`src/rtl/spi_pkg.sv`:
```
// Shared types and defaults for the SPI transfer engine and its clock generator.
package spi_pkg;
    localparam int SPI_NSS_NUM   = 4;
    localparam int SPI_TRL_WIDTH = 16;

    typedef enum logic [1:0] {STD = 2'd0, DUAL = 2'd1, QUAD = 2'd2} spi_mode_e;
    typedef enum logic [2:0] {IDLE, LOAD, SHIFT, STORE, DONE} spi_state_e;

    // The reserved encoding falls back to single-lane operation.
    function automatic spi_mode_e to_mode(input logic [1:0] m);
        return (m == 2'd3) ? STD : spi_mode_e'(m);
    endfunction
endpackage

```
`src/rtl/spi_clkgen.sv`:
```
// SCK divider: toggles SCK every div+1 cycles while run is high, else parks at cpol.
module spi_clkgen
    import spi_pkg::*;
#(
    parameter int DIV_WIDTH = 8
) (
    input  logic                 clk,
    input  logic                 rst,
    input  logic                 run,
    input  logic                 cpol,
    input  logic [DIV_WIDTH-1:0] div,
    output logic                 sck,
    output logic                 lead_edge,
    output logic                 trail_edge
);
    logic [DIV_WIDTH-1:0] cnt;
    logic                 tick;

    // Edge pulses fire in the cycle before SCK actually toggles.
    assign tick       = run && (cnt == div);
    assign lead_edge  = tick && (sck == cpol);
    assign trail_edge = tick && (sck != cpol);

    always_ff @(posedge clk or posedge rst) begin
        if (rst) begin
            cnt <= '0;
            sck <= 1'b0;
        end else if (!run) begin
            cnt <= '0;
            sck <= cpol;
        end else if (tick) begin
            cnt <= '0;
            sck <= ~sck;
        end else begin
            cnt <= cnt + 1'b1;
        end
    end
endmodule

```
`src/rtl/spi_xfer_engine.sv`:
```
// Multi-word SPI master: standard/dual/quad lanes, CPOL/CPHA, MSB/LSB order,
// valid/ready word streams toward the TX and RX FIFOs.
module spi_xfer_engine
    import spi_pkg::*;
#(
    parameter int NSS_NUM    = SPI_NSS_NUM,
    parameter int DATA_WIDTH = 32,
    parameter int TRL_WIDTH  = SPI_TRL_WIDTH,
    parameter int DIV_WIDTH  = 8
) (
    input  logic                  clk_i,
    input  logic                  rst_i,
    input  logic [NSS_NUM-1:0]    nss_i,
    input  logic [NSS_NUM-1:0]    csv_i,
    input  logic                  ass_i,
    input  logic                  lsb_i,
    input  logic                  st_i,
    input  logic                  rwm_i,
    input  logic [1:0]            mode_i,
    input  logic                  cpol_i,
    input  logic                  cpha_i,
    input  logic [DIV_WIDTH-1:0]  div_i,
    input  logic [TRL_WIDTH-1:0]  trl_i,
    output logic                  busy_o,
    output logic                  last_o,
    input  logic                  tx_valid_i,
    output logic                  tx_ready_o,
    input  logic [DATA_WIDTH-1:0] tx_data_i,
    output logic                  rx_valid_o,
    input  logic                  rx_ready_i,
    output logic [DATA_WIDTH-1:0] rx_data_o,
    output logic                  spi_sck_o,
    output logic [NSS_NUM-1:0]    spi_nss_o,
    output logic [3:0]            spi_io_en_o,
    input  logic [3:0]            spi_io_in_i,
    output logic [3:0]            spi_io_out_o
);
    localparam int BW = $clog2(DATA_WIDTH);

    spi_state_e            state, state_nx;
    spi_mode_e             mode;
    logic                  rwm, lsb, cpol, cpha;
    logic [DIV_WIDTH-1:0]  div;
    logic [TRL_WIDTH-1:0]  trl, word;
    logic [BW-1:0]         beat, beat_last;
    logic [DATA_WIDTH-1:0] txs, rxs, tx_nx, rx_nx;
    logic [3:0]            tx_grp;
    logic                  lead, trail, multi_rd, multi_wr, more, end_word;
    logic [NSS_NUM-1:0]    sel;

    assign multi_rd = (mode != STD) && rwm;
    assign multi_wr = (mode != STD) && !rwm;
    assign more     = (word != trl);
    assign end_word = trail && (beat == beat_last);

    spi_clkgen #(.DIV_WIDTH(DIV_WIDTH)) u_clkgen (
        .clk        (clk_i),
        .rst        (rst_i),
        .run        (state == SHIFT),
        .cpol       ((state == IDLE) ? cpol_i : cpol),
        .div        (div),
        .sck        (spi_sck_o),
        .lead_edge  (lead),
        .trail_edge (trail)
    );

    // Lane-group datapath: current output group plus next shift/sample values.
    always_comb begin
        tx_grp    = 4'd0;
        tx_nx     = txs;
        rx_nx     = rxs;
        beat_last = BW'(DATA_WIDTH - 1);
        case (mode)
            QUAD: begin
                beat_last = BW'(DATA_WIDTH / 4 - 1);
                tx_grp    = lsb ? txs[3:0] : txs[DATA_WIDTH-1 -: 4];
                tx_nx     = lsb ? (txs >> 4) : (txs << 4);
                rx_nx     = lsb ? {spi_io_in_i, rxs[DATA_WIDTH-1:4]}
                                : {rxs[DATA_WIDTH-5:0], spi_io_in_i};
            end
            DUAL: begin
                beat_last = BW'(DATA_WIDTH / 2 - 1);
                tx_grp    = {2'b00, lsb ? txs[1:0] : txs[DATA_WIDTH-1 -: 2]};
                tx_nx     = lsb ? (txs >> 2) : (txs << 2);
                rx_nx     = lsb ? {spi_io_in_i[1:0], rxs[DATA_WIDTH-1:2]}
                                : {rxs[DATA_WIDTH-3:0], spi_io_in_i[1:0]};
            end
            default: begin
                tx_grp = {3'b000, lsb ? txs[0] : txs[DATA_WIDTH-1]};
                tx_nx  = lsb ? (txs >> 1) : (txs << 1);
                rx_nx  = lsb ? {spi_io_in_i[1], rxs[DATA_WIDTH-1:1]}
                             : {rxs[DATA_WIDTH-2:0], spi_io_in_i[1]};
            end
        endcase
    end

    always_comb begin
        state_nx = state;
        case (state)
            IDLE:    if (st_i) state_nx = LOAD;
            LOAD:    if (multi_rd || tx_valid_i) state_nx = SHIFT;
            SHIFT:   if (end_word) state_nx = multi_wr ? (more ? LOAD : DONE) : STORE;
            STORE:   if (rx_ready_i) state_nx = more ? LOAD : DONE;
            DONE:    state_nx = IDLE;
            default: state_nx = IDLE;
        endcase
    end

    always_ff @(posedge clk_i or posedge rst_i) begin
        if (rst_i) begin
            state <= IDLE;
            mode  <= STD;
            rwm   <= 1'b0;
            lsb   <= 1'b0;
            cpol  <= 1'b0;
            cpha  <= 1'b0;
            div   <= '0;
            trl   <= '0;
            word  <= '0;
            beat  <= '0;
            txs   <= '0;
            rxs   <= '0;
        end else begin
            state <= state_nx;
            case (state)
                IDLE: if (st_i) begin
                    mode <= to_mode(mode_i);
                    rwm  <= rwm_i;
                    lsb  <= lsb_i;
                    cpol <= cpol_i;
                    cpha <= cpha_i;
                    div  <= div_i;
                    trl  <= trl_i;
                    word <= '0;
                end
                LOAD: if (multi_rd || tx_valid_i) begin
                    txs  <= multi_rd ? '0 : tx_data_i;
                    beat <= '0;
                end
                SHIFT: begin
                    // With cpha=1 the first group is already on the lanes from LOAD.
                    if (lead) begin
                        if (!cpha)           rxs <= rx_nx;
                        else if (beat != '0) txs <= tx_nx;
                    end
                    if (trail) begin
                        if (!cpha) txs <= tx_nx;
                        else       rxs <= rx_nx;
                        beat <= beat + 1'b1;
                        if (end_word && multi_wr && more) word <= word + 1'b1;
                    end
                end
                STORE: if (rx_ready_i && more) word <= word + 1'b1;
                default: ;
            endcase
        end
    end

    assign busy_o     = (state != IDLE);
    assign last_o     = (state == LOAD || state == SHIFT || state == STORE) && !more;
    assign tx_ready_o = (state == LOAD) && !multi_rd;
    assign rx_valid_o = (state == STORE);
    assign rx_data_o  = rxs;

    always_comb begin
        spi_io_en_o  = 4'b0000;
        spi_io_out_o = 4'b0000;
        if (state != IDLE) begin
            spi_io_out_o = tx_grp;
            case (mode)
                QUAD:    spi_io_en_o = rwm ? 4'b0000 : 4'b1111;
                DUAL:    spi_io_en_o = rwm ? 4'b0000 : 4'b0011;
                default: spi_io_en_o = 4'b0001;
            endcase
        end
    end

    assign sel       = nss_i & {NSS_NUM{busy_o | ~ass_i}};
    assign spi_nss_o = ~(sel ^ csv_i);
endmodule

```
`config.mk`:
```
export PLATFORM = sky130hd
export DESIGN_NAME = spi_xfer_engine
export DESIGN_NICKNAME = d
export VERILOG_FILES = /design/src/rtl/spi_pkg.sv /design/src/rtl/spi_clkgen.sv /design/src/rtl/spi_xfer_engine.sv
export SDC_FILE = /design/constraint.sdc
export NUM_CORES = 1
export LEC_CHECK = 0
export CAP_MARGIN = 15
export CORE_MARGIN = 5
export CORE_UTILIZATION = 35
export DETAILED_ROUTE_END_ITERATION = 8
export HOLD_SLACK_MARGIN = 0.03
export PLACE_DENSITY = 0.62
export RECOVER_POWER = 50
export SYNTH_ARGS = -nofsm -noshare
export SYNTH_HDL_FRONTEND = slang
export SYNTH_SLANG_ARGS = --single-unit
```
`constraint.sdc`:
```
create_clock -name clk_i -period 13.1 [get_ports clk_i]
set_input_delay 2.62 -clock clk_i [delete_from_list [all_inputs] [get_ports clk_i]]
set_output_delay 2.62 -clock clk_i [all_outputs]
set_load 0.02 [all_outputs]
```
== Word-level counts from Yosys, hierarchy flattened ==
Index checks and enable logic that the tools add are counted.
Storage, ports and cells
  word-level logic and storage cells: 121
  latch bits: 0
  ROM bits: 0
  bits in writable memories: 0
  memories: 0
  output and inout port bits: 49
  bits in registers: 127
Cells by class
  multipliers: 0
  div/mod/pow operators: 0
  mux-type cells: 51
  $lt $le $gt $ge: 0
  bitwise logic cells: 6
  equality and inequality tests: 19
  shifts and indexed selects: 0
  add/subtract/negate cells: 3
  reduce and logical (&&, ||, !) cells: 28
Operators with widths (count)
  2-to-1 mux 32 bit: 17
  one-hot mux 32 bit (2 select lines): 3
  2-to-1 mux 16 bit: 4
  one-hot mux 16 bit (3 select lines): 1
  one-hot mux 5 bit (2 select lines): 2
  2-to-1 mux 3 bit: 6
  adder 16 x 1 -> 16 bit, second input constant: 1
  2-to-1 mux 4 bit: 4
  2-to-1 mux 8 bit: 2
  inequality test 16 bit: 1
  one-hot mux 4 bit (2 select lines): 2
  inequality test 2 bit, second input constant: 6
  one-hot mux 3 bit (4 select lines): 1
  logical AND 1 bit: 11
  2-to-1 mux 5 bit: 2
  adder 8 x 1 -> 8 bit, second input constant: 1
  == test 8 bit: 1
  == test 3 x 2 -> 1 bit, second input constant: 2
  2-to-1 mux 2 bit: 3
  nonzero test 3 bit: 2
  adder 5 x 1 -> 5 bit, second input constant: 1
  == test 5 bit: 1
  AND reduction 5 bit: 1
  nonzero test 5 bit: 1
  other kinds (19): 31

== Logic depth before layout (Yosys ltp) ==
  depth in word-level cells: 10
  depth in mapped cells: 10
  mapped depth without buffers: 8

== Hierarchy ==
A second synthesis with hierarchy kept.
Second synthesis, totals
  cells, all modules: 1039
  area total of the unflattened synthesis: 8821.0 sq um
By module, submodules not included
  spi_xfer_engine: times used 1, cells an instance 987, area an instance 8271.7 sq um, sequential area each 2952.8 sq um
  spi_clkgen: times used 1, cells an instance 52, area an instance 549.3 sq um, sequential area each 225.2 sq um

== Worst setup path after synthesis ==
No wires, ideal clock.
  kind: input port to output port
  start: input port ass_i
  end: output port spi_nss_o[0]
  required time: 10.480 ns
  stages on the path: 3
  arrival: 3.171 ns
  path buffers: 0
  slack: 7.309 ns
  cell sequence: nand2_1 nand2_1 xor2_1
On the way
  cells in the longest elaborated chain, start to end: 5
Ends and longest elaborated chain
  start, declared: RTL line spi_xfer_engine.sv:15  | input logic ass_i,
  inverter 1 bit: RTL line spi_xfer_engine.sv:178  | assign sel = nss_i & {NSS_NUM{busy_o | ~ass_i}};
  bitwise OR 1 bit: RTL line spi_xfer_engine.sv:178
  AND 4 bit: RTL line spi_xfer_engine.sv:178
  XOR 4 bit: RTL line spi_xfer_engine.sv:179  | assign spi_nss_o = ~(sel ^ csv_i);
  inverter 4 bit: RTL line spi_xfer_engine.sv:179
  end, declared: RTL line spi_xfer_engine.sv:33  | output logic [NSS_NUM-1:0] spi_nss_o,
No other way between the ends.

== Worst setup path in the final report ==
  start: input port ass_i
  end: output port spi_nss_o[2]
Same word-level chain as after synthesis.

==> impl_metrics.csv <==
group,metric,value,unit
sta,setup_violations,0,
clocking,clock_latency,0.42,ns
yosys,synth_area,8660,sq um
placement,place_congestion,0.847,
yosys,syn-instance-count,1117,
clocking,cts_num_sinks,127,
sta,slew_headroom,-0.646,
pwr,p_seq_frac,0.297,
yosys,ys_types,61,
yosys,synthFlopType,"dfrtp_1",
cells_and_area,syn_to_final_growth,22.8,%
global_routing,grt_max_degree,101,
global_routing,antenna_found_initial,1,
floorplan,coreArea,24300,sq um
global_routing,grt_pass1_wl,42.0,mm
pwr,leakage,4.65,nW
worst_setup_path,worstPathArrival,4.04,ns
sta,period_share,0.509,
cells_and_area,fillCellCount,2487,
floorplan,num_rows,57,
placement,portBuffers,128,
floorplan,die_h,167,microns
sta,tns,0,ns
yosys,yosysTopAreaCellShare,0.367,
sta,grt_setup_unrepaired,"false",
route,wl_per_cell,16.6,microns
sta,hold_viol_final,0,
worst_setup_path,cpPeakStageDelay,0.62,ns
worst_setup_path,cp-start-kind,"input pin",
clocking,h-tree-depth,4,
placement,placed_cells,1502,
pwr,power,2.52,mW
clocking,cts_inserted_buffers,17,
cells_and_area,finalNetCount,1284,
sta,max_freq,0.150,GHz
pwr,power.internal,1.33,mW
pwr,comb_power_share,0.522,
clocking,clk_pin_slew,0.06,ns
pwr,swShare,0.471,
status,violations,"capacitance limit, slew limit",
worst_setup_path,critPathCaptureType,"output pin",
route,dr_total_vias,8346,
clocking,cts_tree,"yes",
global_routing,overflow,0,
sta,holdWs,0.496,ns
worst_setup_path,crit_path_top_delay_cell,"clkdlybuf4s50_1",
route,routed_via_density,5.44,
clocking,clockBufferDepth,2,
worst_setup_path,path_class,"in -> out",
pwr,peakVddDrop,0.000111,V
worst_setup_path,cp.required,10.48,ns
clocking,cts_root_buf,"clkbuf_16",
yosys,ys_ff_latch,127,
yosys,seq_area_frac_synth,0.367,
route,drt_iter0_markers,822,
cells_and_area,final_common_cell,"nand2_1",
cells_and_area,fin_cells,1534,
sta,post-route-min-period,6.66,ns
yosys,synth_area_leaders,"dfrtp_1 37%, nand2_1 11%, a21oi_1 6.5%",
sta,tightest_slew,2.46,ns
cells_and_area,antenna_cells,0,
yosys,synth.net_count,1204,
yosys,syn-mean-instance-area,7.75,sq um
route,drc,0,
clocking,hold_buffers,0,
clocking,cts_setup_buffers,0,
flow_run,cap_violations,3,
route,dr.pass1.iters,7,
status,status,"complete, but fails checks",
sta,finClkSkew,0.0120,ns
cells_and_area,layout-drive-gt1-share,0.0628,
clocking,cts-resized-gates,0,
sta,maxSlewViolCount,138,
floorplan,pin_count,129,
route,ant_nets,0,
floorplan,die_w,167,microns
worst_setup_path,critPathTopFamily,"buffers and inverters",
worst_setup_path,crit_chain,"clkdlybuf4s50_1 -> nand2_1 -> nand2_1 -> xor2_1 -> clkdlybuf4s50_1",
route,wl,25.5,mm
pwr,clkPwrFrac,0.180,
yosys,synth_async_sr_flop_share,1.00,
global_routing,track_usage,0.179,
worst_hold_path,min_path_type,"reg -> reg",
worst_setup_path,crit_buf_inv,2,
placement,dpl.hpwl,16.9,mm
floorplan,start_util,0.356,
global_routing,grt_pass1_vias,7851,
floorplan,die_area,28000,sq um
worst_setup_path,path_max_fanout,4,
yosys,synth_largest_area_cell,"dfrtp_1",
pwr,powerDensity,237,nW/um^2
cells_and_area,mostFrequentLayoutCells,"253 x nand2_1, 126 x dfrtp_1, 114 x a21oi_1",
yosys,ys_warn_count,0,
yosys,synth_edf_count,0,
pwr,p_switching,1.19,mW
==> power groups by stage <==
stage	Sequential [mW]	Clock, mW	Combinational, mW
after floorplan	0.706	0	0.959
after global placement	0.753	0	1.31
after detailed placement	0.752	0	1.33
after CTS	0.746	0.467	1.34
after global routing	0.774	0.486	1.47
final	0.748	0.454	1.31
==> worst min-delay path, stage by stage (launching register included) <==
cell     delay, ns
dfrtp_1       0.36
nand2_1       0.05
nand2_1       0.05
==> cell families after synthesis <==
group / share of synthesized area
compound gates: 0.232
fa+ha+maj: 0.0101
simple gates: 0.269
xor+xnor: 0.0385
flops: 0.367
mux: 0.0314
buf+inv: 0.0519
==> through the flow <==
stage	util	worst slack (ns)	cell area (sq um)
after CTS	0.438	6.43	10600
after global placement	0.415	6.46	10100
after detailed placement	0.415	6.44	10100
after global routing	0.437	6.36	10600
after floorplan	-	7.10	8660
final	0.437	6.44	10600
==> registers in the layout, indices dropped and copies added, names as in the netlist <==
name          cells
word             16
u_clkgen.sck      1
rx_data_o        32
beat              5
div               8
rwm               1
mode              2
cpol              1
txs              32
cpha              1
trl              16
u_clkgen.cnt      8
state             3
lsb               1
==> synthesized netlist by cell type, types with 3 or more instances <==
master	instances
and3_1	9
and2_1	9
buf_4	6
o211ai_1	44
nand2b_1	41
buf_2	11
a21o_1	9
o31ai_1	20
a221o_1	3
a211oi_1	19
xor2_1	26
nand2_1	253
a21oi_1	113
nand4_1	9
o21ai_0	65
or3_1	4
clkbuf_1	54
a31oi_1	5
a22oi_1	9
or2_2	4
o22ai_1	8
mux2_2	15
mux2i_1	8
ha_1	7
dfrtp_1	127
nor4_1	7
nor2b_1	28
nor3_1	13
buf_6	5
xnor2_1	12
nor2_1	45
nand3_1	60
a221oi_1	8
inv_1	20
a21boi_0	3
buf_1	4
a211o_1	4
==> path summary, 6_finish.rpt <==
path                                      from                        to  slack [ns]  cells past startpoint
hold / removal              trl[4]$_DFFE_PP0P_        trl[4]$_DFFE_PP0P_        0.50                      2
max in group asynchronous                rst_i           lsb$_DFFE_PP0P_        7.83                      3
min in group asynchronous                rst_i  rx_data_o[5]$_DFFE_PP0P_        3.32                      2
hold reg to reg             trl[4]$_DFFE_PP0P_        trl[4]$_DFFE_PP0P_        0.50                      2
setup reg to reg           mode[0]$_DFFE_PP0P_       word[3]$_DFFE_PP0P_        9.39                      9
setup / recovery                         ass_i              spi_nss_o[2]        6.44                      5
==> per-layer routing <==
metal / share of wire / vias to the layer above / global-route usage / wire (microns)
met4: 0.013 / 2 / 0.0409 / 330
met2: 0.46 / 279 / 0.283 / 11700
met5: 0.00028 / - / 0 / 7
met3: 0.058 / 28 / 0.0382 / 1480
li1: - / 4113 / - / -
met1: 0.47 / 3924 / 0.255 / 11900
==> final cells by class <==
cell class                      count  area (sq um)  share of cell area
Multi-Input combinational cell    890          5030               0.473
Sequential cell                   127          3180               0.299
Timing Repair Buffer              141          1380               0.130
Clock buffer                       18           429              0.0404
Tap cell                          324           405              0.0381
Clock inverter                     14           131              0.0124
Inverter                           20          76.3             0.00718
Power figures use the tool's default switching activity.
